`src/rtl/ones_pkg.sv`:
```
// Shared types and default sizing for the ones-count window statistics block.
package ones_pkg;

  typedef enum logic [1:0] {
    IDLE  = 2'd0,
    ACCUM = 2'd1,
    HOLD  = 2'd2
  } ones_state_e;

  localparam int DEF_CNT_W  = 5;
  localparam int DEF_WIN    = 8;
  localparam int DEF_THRESH = 8;

  function automatic int sum_width(input int cnt_w, input int win);
    return cnt_w + $clog2(win);
  endfunction

  function automatic int over_width(input int win);
    return $clog2(win) + 1;
  endfunction

  localparam int DEF_SUM_W  = sum_width(DEF_CNT_W, DEF_WIN);
  localparam int DEF_OVER_W = over_width(DEF_WIN);

endpackage

```
`src/rtl/ones_window_stats_skid_slot.sv`:
```
// One-entry holding slot for a count that arrives while a record is still waiting.
module ones_skid_slot #(
  parameter int W = 5
) (
  input  logic         clk,
  input  logic         reset,
  input  logic         we,
  input  logic         valid_d,
  input  logic [W-1:0] data_d,
  output logic         valid,
  output logic [W-1:0] data
);

  always_ff @(posedge clk) begin
    if (reset) begin
      valid <= 1'b0;
      data  <= '0;
    end else if (we) begin
      valid <= valid_d;
      data  <= data_d;
    end
  end

endmodule

```
`src/rtl/ones_window_stats.sv`:
```
// Window statistics (sum/min/max/avg/over-threshold) over WIN ones counts.
// Optional skid slot for samples arriving in HOLD: define ONES_STATS_SKID_EN.
module ones_window_stats
  import ones_pkg::*;
#(
  parameter int CNT_W  = DEF_CNT_W,
  parameter int WIN    = DEF_WIN,
  parameter int THRESH = DEF_THRESH,
  localparam int LOG_WIN = $clog2(WIN),
  localparam int SUM_W   = sum_width(CNT_W, WIN),
  localparam int OVER_W  = over_width(WIN)
) (
  input  logic              clk,
  input  logic              reset,
  input  logic [CNT_W-1:0]  cnt_in,
  input  logic              cnt_valid,
  output logic              stat_valid,
  input  logic              stat_ready,
  output logic [SUM_W-1:0]  sum_out,
  output logic [CNT_W-1:0]  min_out,
  output logic [CNT_W-1:0]  max_out,
  output logic [CNT_W-1:0]  avg_out,
  output logic [OVER_W-1:0] over_cnt,
  output logic              busy,
  output logic              drop_err,
  output ones_state_e       state_dbg
);

  // Handshake: a record transfers on any rising edge where stat_valid && stat_ready;
  // stat_valid and all data outputs are held unchanged until that edge.
  ones_state_e state, state_n;

  logic [LOG_WIN-1:0] win_cnt;
  logic [SUM_W-1:0]   acc_sum, sum_n;
  logic [CNT_W-1:0]   acc_min, acc_max, min_n, max_n;
  logic [OVER_W-1:0]  acc_over, over_n;

  logic               handshake, take_ok, sample_v, last, drop;
  logic [CNT_W-1:0]   sample;
  logic               slot_valid;
  logic [CNT_W-1:0]   slot_data;

  assign handshake = stat_valid && stat_ready;
  assign take_ok   = (state != HOLD) || handshake;

`ifdef ONES_STATS_SKID_EN
  logic slot_we, slot_d_valid;

  // When samples can be taken, the slot drains and refills from any concurrent
  // pulse; in HOLD without handshake it only loads if empty.
  assign slot_we      = take_ok || (cnt_valid && !slot_valid);
  assign slot_d_valid = take_ok ? (slot_valid && cnt_valid) : 1'b1;
  assign drop         = cnt_valid && !take_ok && slot_valid;

  ones_skid_slot #(.W(CNT_W)) u_slot (
    .clk     (clk),
    .reset   (reset),
    .we      (slot_we),
    .valid_d (slot_d_valid),
    .data_d  (cnt_in),
    .valid   (slot_valid),
    .data    (slot_data)
  );
`else
  assign slot_valid = 1'b0;
  assign slot_data  = '0;
  assign drop       = cnt_valid && !take_ok;
`endif

  // The older slot entry goes first so arrival order is preserved.
  assign sample_v = take_ok && (slot_valid || cnt_valid);
  assign sample   = slot_valid ? slot_data : cnt_in;
  assign last     = (win_cnt == LOG_WIN'(WIN - 1));

  always_comb begin
    sum_n  = acc_sum + SUM_W'(sample);
    min_n  = (sample < acc_min) ? sample : acc_min;
    max_n  = (sample > acc_max) ? sample : acc_max;
    over_n = acc_over + ((32'(sample) >= 32'(THRESH)) ? OVER_W'(1) : OVER_W'(0));
  end

  always_comb begin
    state_n = state;
    case (state)
      IDLE:    if (sample_v) state_n = ACCUM;
      ACCUM:   if (sample_v && last) state_n = HOLD;
      HOLD:    if (handshake) state_n = sample_v ? ACCUM : IDLE;
      default: state_n = IDLE;
    endcase
  end

  always_ff @(posedge clk) begin
    if (reset) begin
      state      <= IDLE;
      busy       <= 1'b0;
      drop_err   <= 1'b0;
      stat_valid <= 1'b0;
      win_cnt    <= '0;
      acc_sum    <= '0;
      acc_min    <= '1;
      acc_max    <= '0;
      acc_over   <= '0;
      sum_out    <= '0;
      min_out    <= '0;
      max_out    <= '0;
      avg_out    <= '0;
      over_cnt   <= '0;
    end else begin
      state <= state_n;
      busy  <= (state_n != IDLE);
      if (drop) drop_err <= 1'b1;
      if (handshake) stat_valid <= 1'b0;
      if (sample_v) begin
        if (last) begin
          sum_out    <= sum_n;
          min_out    <= min_n;
          max_out    <= max_n;
          avg_out    <= sum_n[SUM_W-1:LOG_WIN];
          over_cnt   <= over_n;
          stat_valid <= 1'b1;
          win_cnt    <= '0;
          acc_sum    <= '0;
          acc_min    <= '1;
          acc_max    <= '0;
          acc_over   <= '0;
        end else begin
          win_cnt    <= win_cnt + LOG_WIN'(1);
          acc_sum    <= sum_n;
          acc_min    <= min_n;
          acc_max    <= max_n;
          acc_over   <= over_n;
        end
      end
    end
  end

  assign state_dbg = state;

endmodule

```
`config.mk`:
```
export PLATFORM = sky130hd
export DESIGN_NAME = ones_window_stats
export DESIGN_NICKNAME = d
export VERILOG_FILES = /design/src/rtl/ones_pkg.sv /design/src/rtl/ones_window_stats_skid_slot.sv /design/src/rtl/ones_window_stats.sv
export SDC_FILE = /design/constraint.sdc
export NUM_CORES = 1
export LEC_CHECK = 0
export CAP_MARGIN = 10
export CORE_MARGIN = 2
export CORE_UTILIZATION = 49
export DETAILED_ROUTE_END_ITERATION = 10
export GPL_TIMING_DRIVEN = 0
export PLACE_DENSITY = 0.79
export REMOVE_ABC_BUFFERS = 1
export SYNTH_ARGS = -nofsm -noshare
export SYNTH_HDL_FRONTEND = slang
export SYNTH_HIERARCHICAL = 1
export SYNTH_SLANG_ARGS = --single-unit
```
`constraint.sdc`:
```
create_clock -name clk -period 2.07 [get_ports clk]
set_input_delay 0.414 -clock clk [delete_from_list [all_inputs] [get_ports clk]]
set_output_delay 0.414 -clock clk [all_outputs]
set_load 0.005 [all_outputs]
```
==> impl_metrics.csv <==
group,metric,value,unit
status,outcome,"finished clean",
layout,drive_gt1_frac,0.114,
placement,placed_area,3160,µm²
layout,area_delta_synth_final,22.4,%
critical_path,crit_path_start_kind,"primary input",
timing,worst_pin_slew,0.750,ns
floorplanning,die_h,79.0,µm
power_and_ir_drop,leakage,1.23,nW
yosys,seq_area_frac_synth,0.378,
critical_path,cp_max_fo,9,
routing,dr.pass1.iters,4,
critical_path,worstPathRequired,2.26,ns
placement,place.port_buffers,40,
yosys,synth-seq-cells,52,
timing,relSlewSlack,0.498,
floorplanning,initial_utilization,0.503,
layout,final_cell_area,3370,µm²
yosys,yosysWarnings,6,
critical_path,r2r_end,"min_out[2]",
timing,setup_viol,0,
routing,drcViolationCount,0,
layout,fillers,491,
critical_path,worstPathArrival,2.20,ns
critical_path,worst_setup_path_end_kind,"register",
routing,met2WireLength,3.26,mm
yosys,async_flop_share,0,
power_and_ir_drop,ir_drop,326,µV
floorplanning,io_pins,41,
yosys,yosysTopAreaCell,"dfxtp_1",
layout,final_cell_mix,"dfxtp_1, nand2_1, clkdlybuf4s50_1",
routing,m1WireLength,3.06,mm
global_route,overflow,0,
critical_path,crit_path_start,"cnt_in[1]",
yosys,synth_enable_flop_cells,0,
yosys,ys_top_cells_by_area,"dfxtp_1, ha_1, a21oi_1, nand2_1, nand3_1",
yosys,netlist_area,2750,µm²
floorplanning,coreArea,5470,µm²
timing,skew,0.0103,ns
critical_path,crit_path_end,"min_out[2]",
routing,wirelength,6.59,mm
yosys,synth_cell_types,48,
layout,fin_nets,387,
placement,place_congestion,0.795,
timing,rsz0062_at_grt,"no",
min_path,hold_path.class,"reg2reg",
routing,top_layer,"met4",
layout,final_util,0.616,
floorplanning,dieArea,6240,µm²
global_route,grt_usage,0.214,
floorplanning,fp.dieW,79.0,µm
power_and_ir_drop,total_power,2.11,mW
routing,ant_nets,0,
yosys,yosys.area.top_type_share,0.378,
critical_path,ff2ff_setup_slack,0.11,ns
power_and_ir_drop,p_per_area,625,nW/µm²
global_route,grt_pass1_wl,10.8,mm
cts,root_buffer,"clkbuf_8",
yosys,syn_area_per_cell,8.37,µm²
timing,max_freq,498,MHz
routing,dr_total_vias,2473,
cts,htree_num_levels,2,
cts,cts_num_sinks,52,
global_route,grt_max_degree,46,
routing,vias_per_cell,5.72,
timing,min_period,2.01,ns
layout,layout_commonest_cell,"dfxtp_1",
critical_path,reg2reg_from,"acc_min[1]",
cts,cts_made_buffers,5,
cts,clk_pin_slew,0.09,ns
cts,cts_tree,"yes",
routing,wl_per_cell,15.3,µm
yosys,netlist_instances,329,
global_route,antenna_found_initial,0,
routing,drt-initial-drc-count,185,
run,drv_cap,0,
global_route,grt_pass1_vias,2232,
layout,diodes,0,
floorplanning,rows,27,
timing,slew_viol_final,0,
critical_path,rr_worst_depth,6,
min_path,hold_start,"over_cnt[0]",
timing,final_hold_viol_count,0,
cts,clockBufferDepth,2,
cts,worstSkewPairLatency,0.31,ns
yosys,synth_ff_type,"dfxtp_1",
placement,hpwl,4.22,mm
critical_path,crit_type,"in2reg",
timing,period_share,0.971,
routing,wl_met3,194,µm
per-stage QoR:
stage	hold slack (ns)	setup TNS, ns	instances	setup WS, ns
2_1_floorplan	0.430	-24.83	305	-1.10
3_3_place_gp	0.442	-70.38	417	-2.31
3_5_place_dp	0.449	-20.19	418	-0.796
4_1_cts	0.462	0	426	0.0189
5_1_grt	0.488	0	432	0.00709
6_report	0.460	0	432	0.0607
metal layers:
metal  up-vias  GRT usage
met5         -          0
met4         0     0.0655
met3         8     0.0330
met2        44      0.357
met1      1157      0.286
li1       1264          -
worst min path at each step:
stage,to,slack (ns),cells after the start
floorplan,acc_sum[0],0.43,2
global placement,win_cnt[1],0.44,2
detailed placement,win_cnt[1],0.45,2
CTS,win_cnt[1],0.46,2
global route,over_cnt[0],0.49,2
finish,over_cnt[0],0.46,2
cell usage after synthesis (3+ instances only):
cell and number:
nor3b_1 7, xor2_1 4, buf_4 5, nand3_1 20, o211ai_1 8, a221o_1 5, clkbuf_1 12, o21ai_0 18
nand2_1 34, nor3_1 5, a22oi_1 3, nor2_1 24, a31oi_1 13, buf_2 5, and3_1 3, ha_1 18
dfxtp_1 52, inv_1 15, a211oi_1 12, a21oi_1 26, a21o_1 3
sequential cells by signal, indices dropped and copies added, names as in the netlist:
register / flops
acc_sum: 8
sum_out: 8
acc_max: 5
acc_min: 5
max_out: 5
min_out: 5
acc_over: 4
over_cnt: 4
win_cnt: 3
state_dbg: 2
busy: 1
drop_err: 1
stat_valid: 1
power by group:
part | internal, mW | switching (mW)
combinational | 0.173 | 0.241
clock | 0.273 | 0.343
sequential | 1.04 | 0.0364
total | 1.49 | 0.620
cells by family after synthesis:
logic type	share of synthesized area
AND/OR/NAND/NOR	0.208
AO/OA/AOI/OAI	0.244
XOR/XNOR	0.0191
adder cells (fa/ha/maj)	0.0891
flip-flops	0.378
buffers and inverters	0.0622
area by class of cell:
type,count,area (µm²),area share
multi-input cells,238,1640,0.486
flip-flops and latches,52,1040,0.309
repair buffers,47,452,0.134
well taps,72,90.1,0.0267
clock buffers,7,86.3,0.0256
inverters,15,56.3,0.0167
clock inverters,1,7.51,0.00223
critical path, cell delays in order:
cell and delay (ns):
clkdlybuf4s15_2 0.31, ha_1 0.34, a2111o_1 0.41, and2_4 0.17, and4_4 0.21, a221o_1 0.35
what timing repair did:
action / CTS / global route
buffers inserted: 0 / 6
gates resized for setup: 21 / 16
pin swaps: 0 / 2
setup endpoints to repair: 37 / 21
gates cloned: 0 / 0
hold buffers: 0 / 0
(Power assumes the default switching activity.)
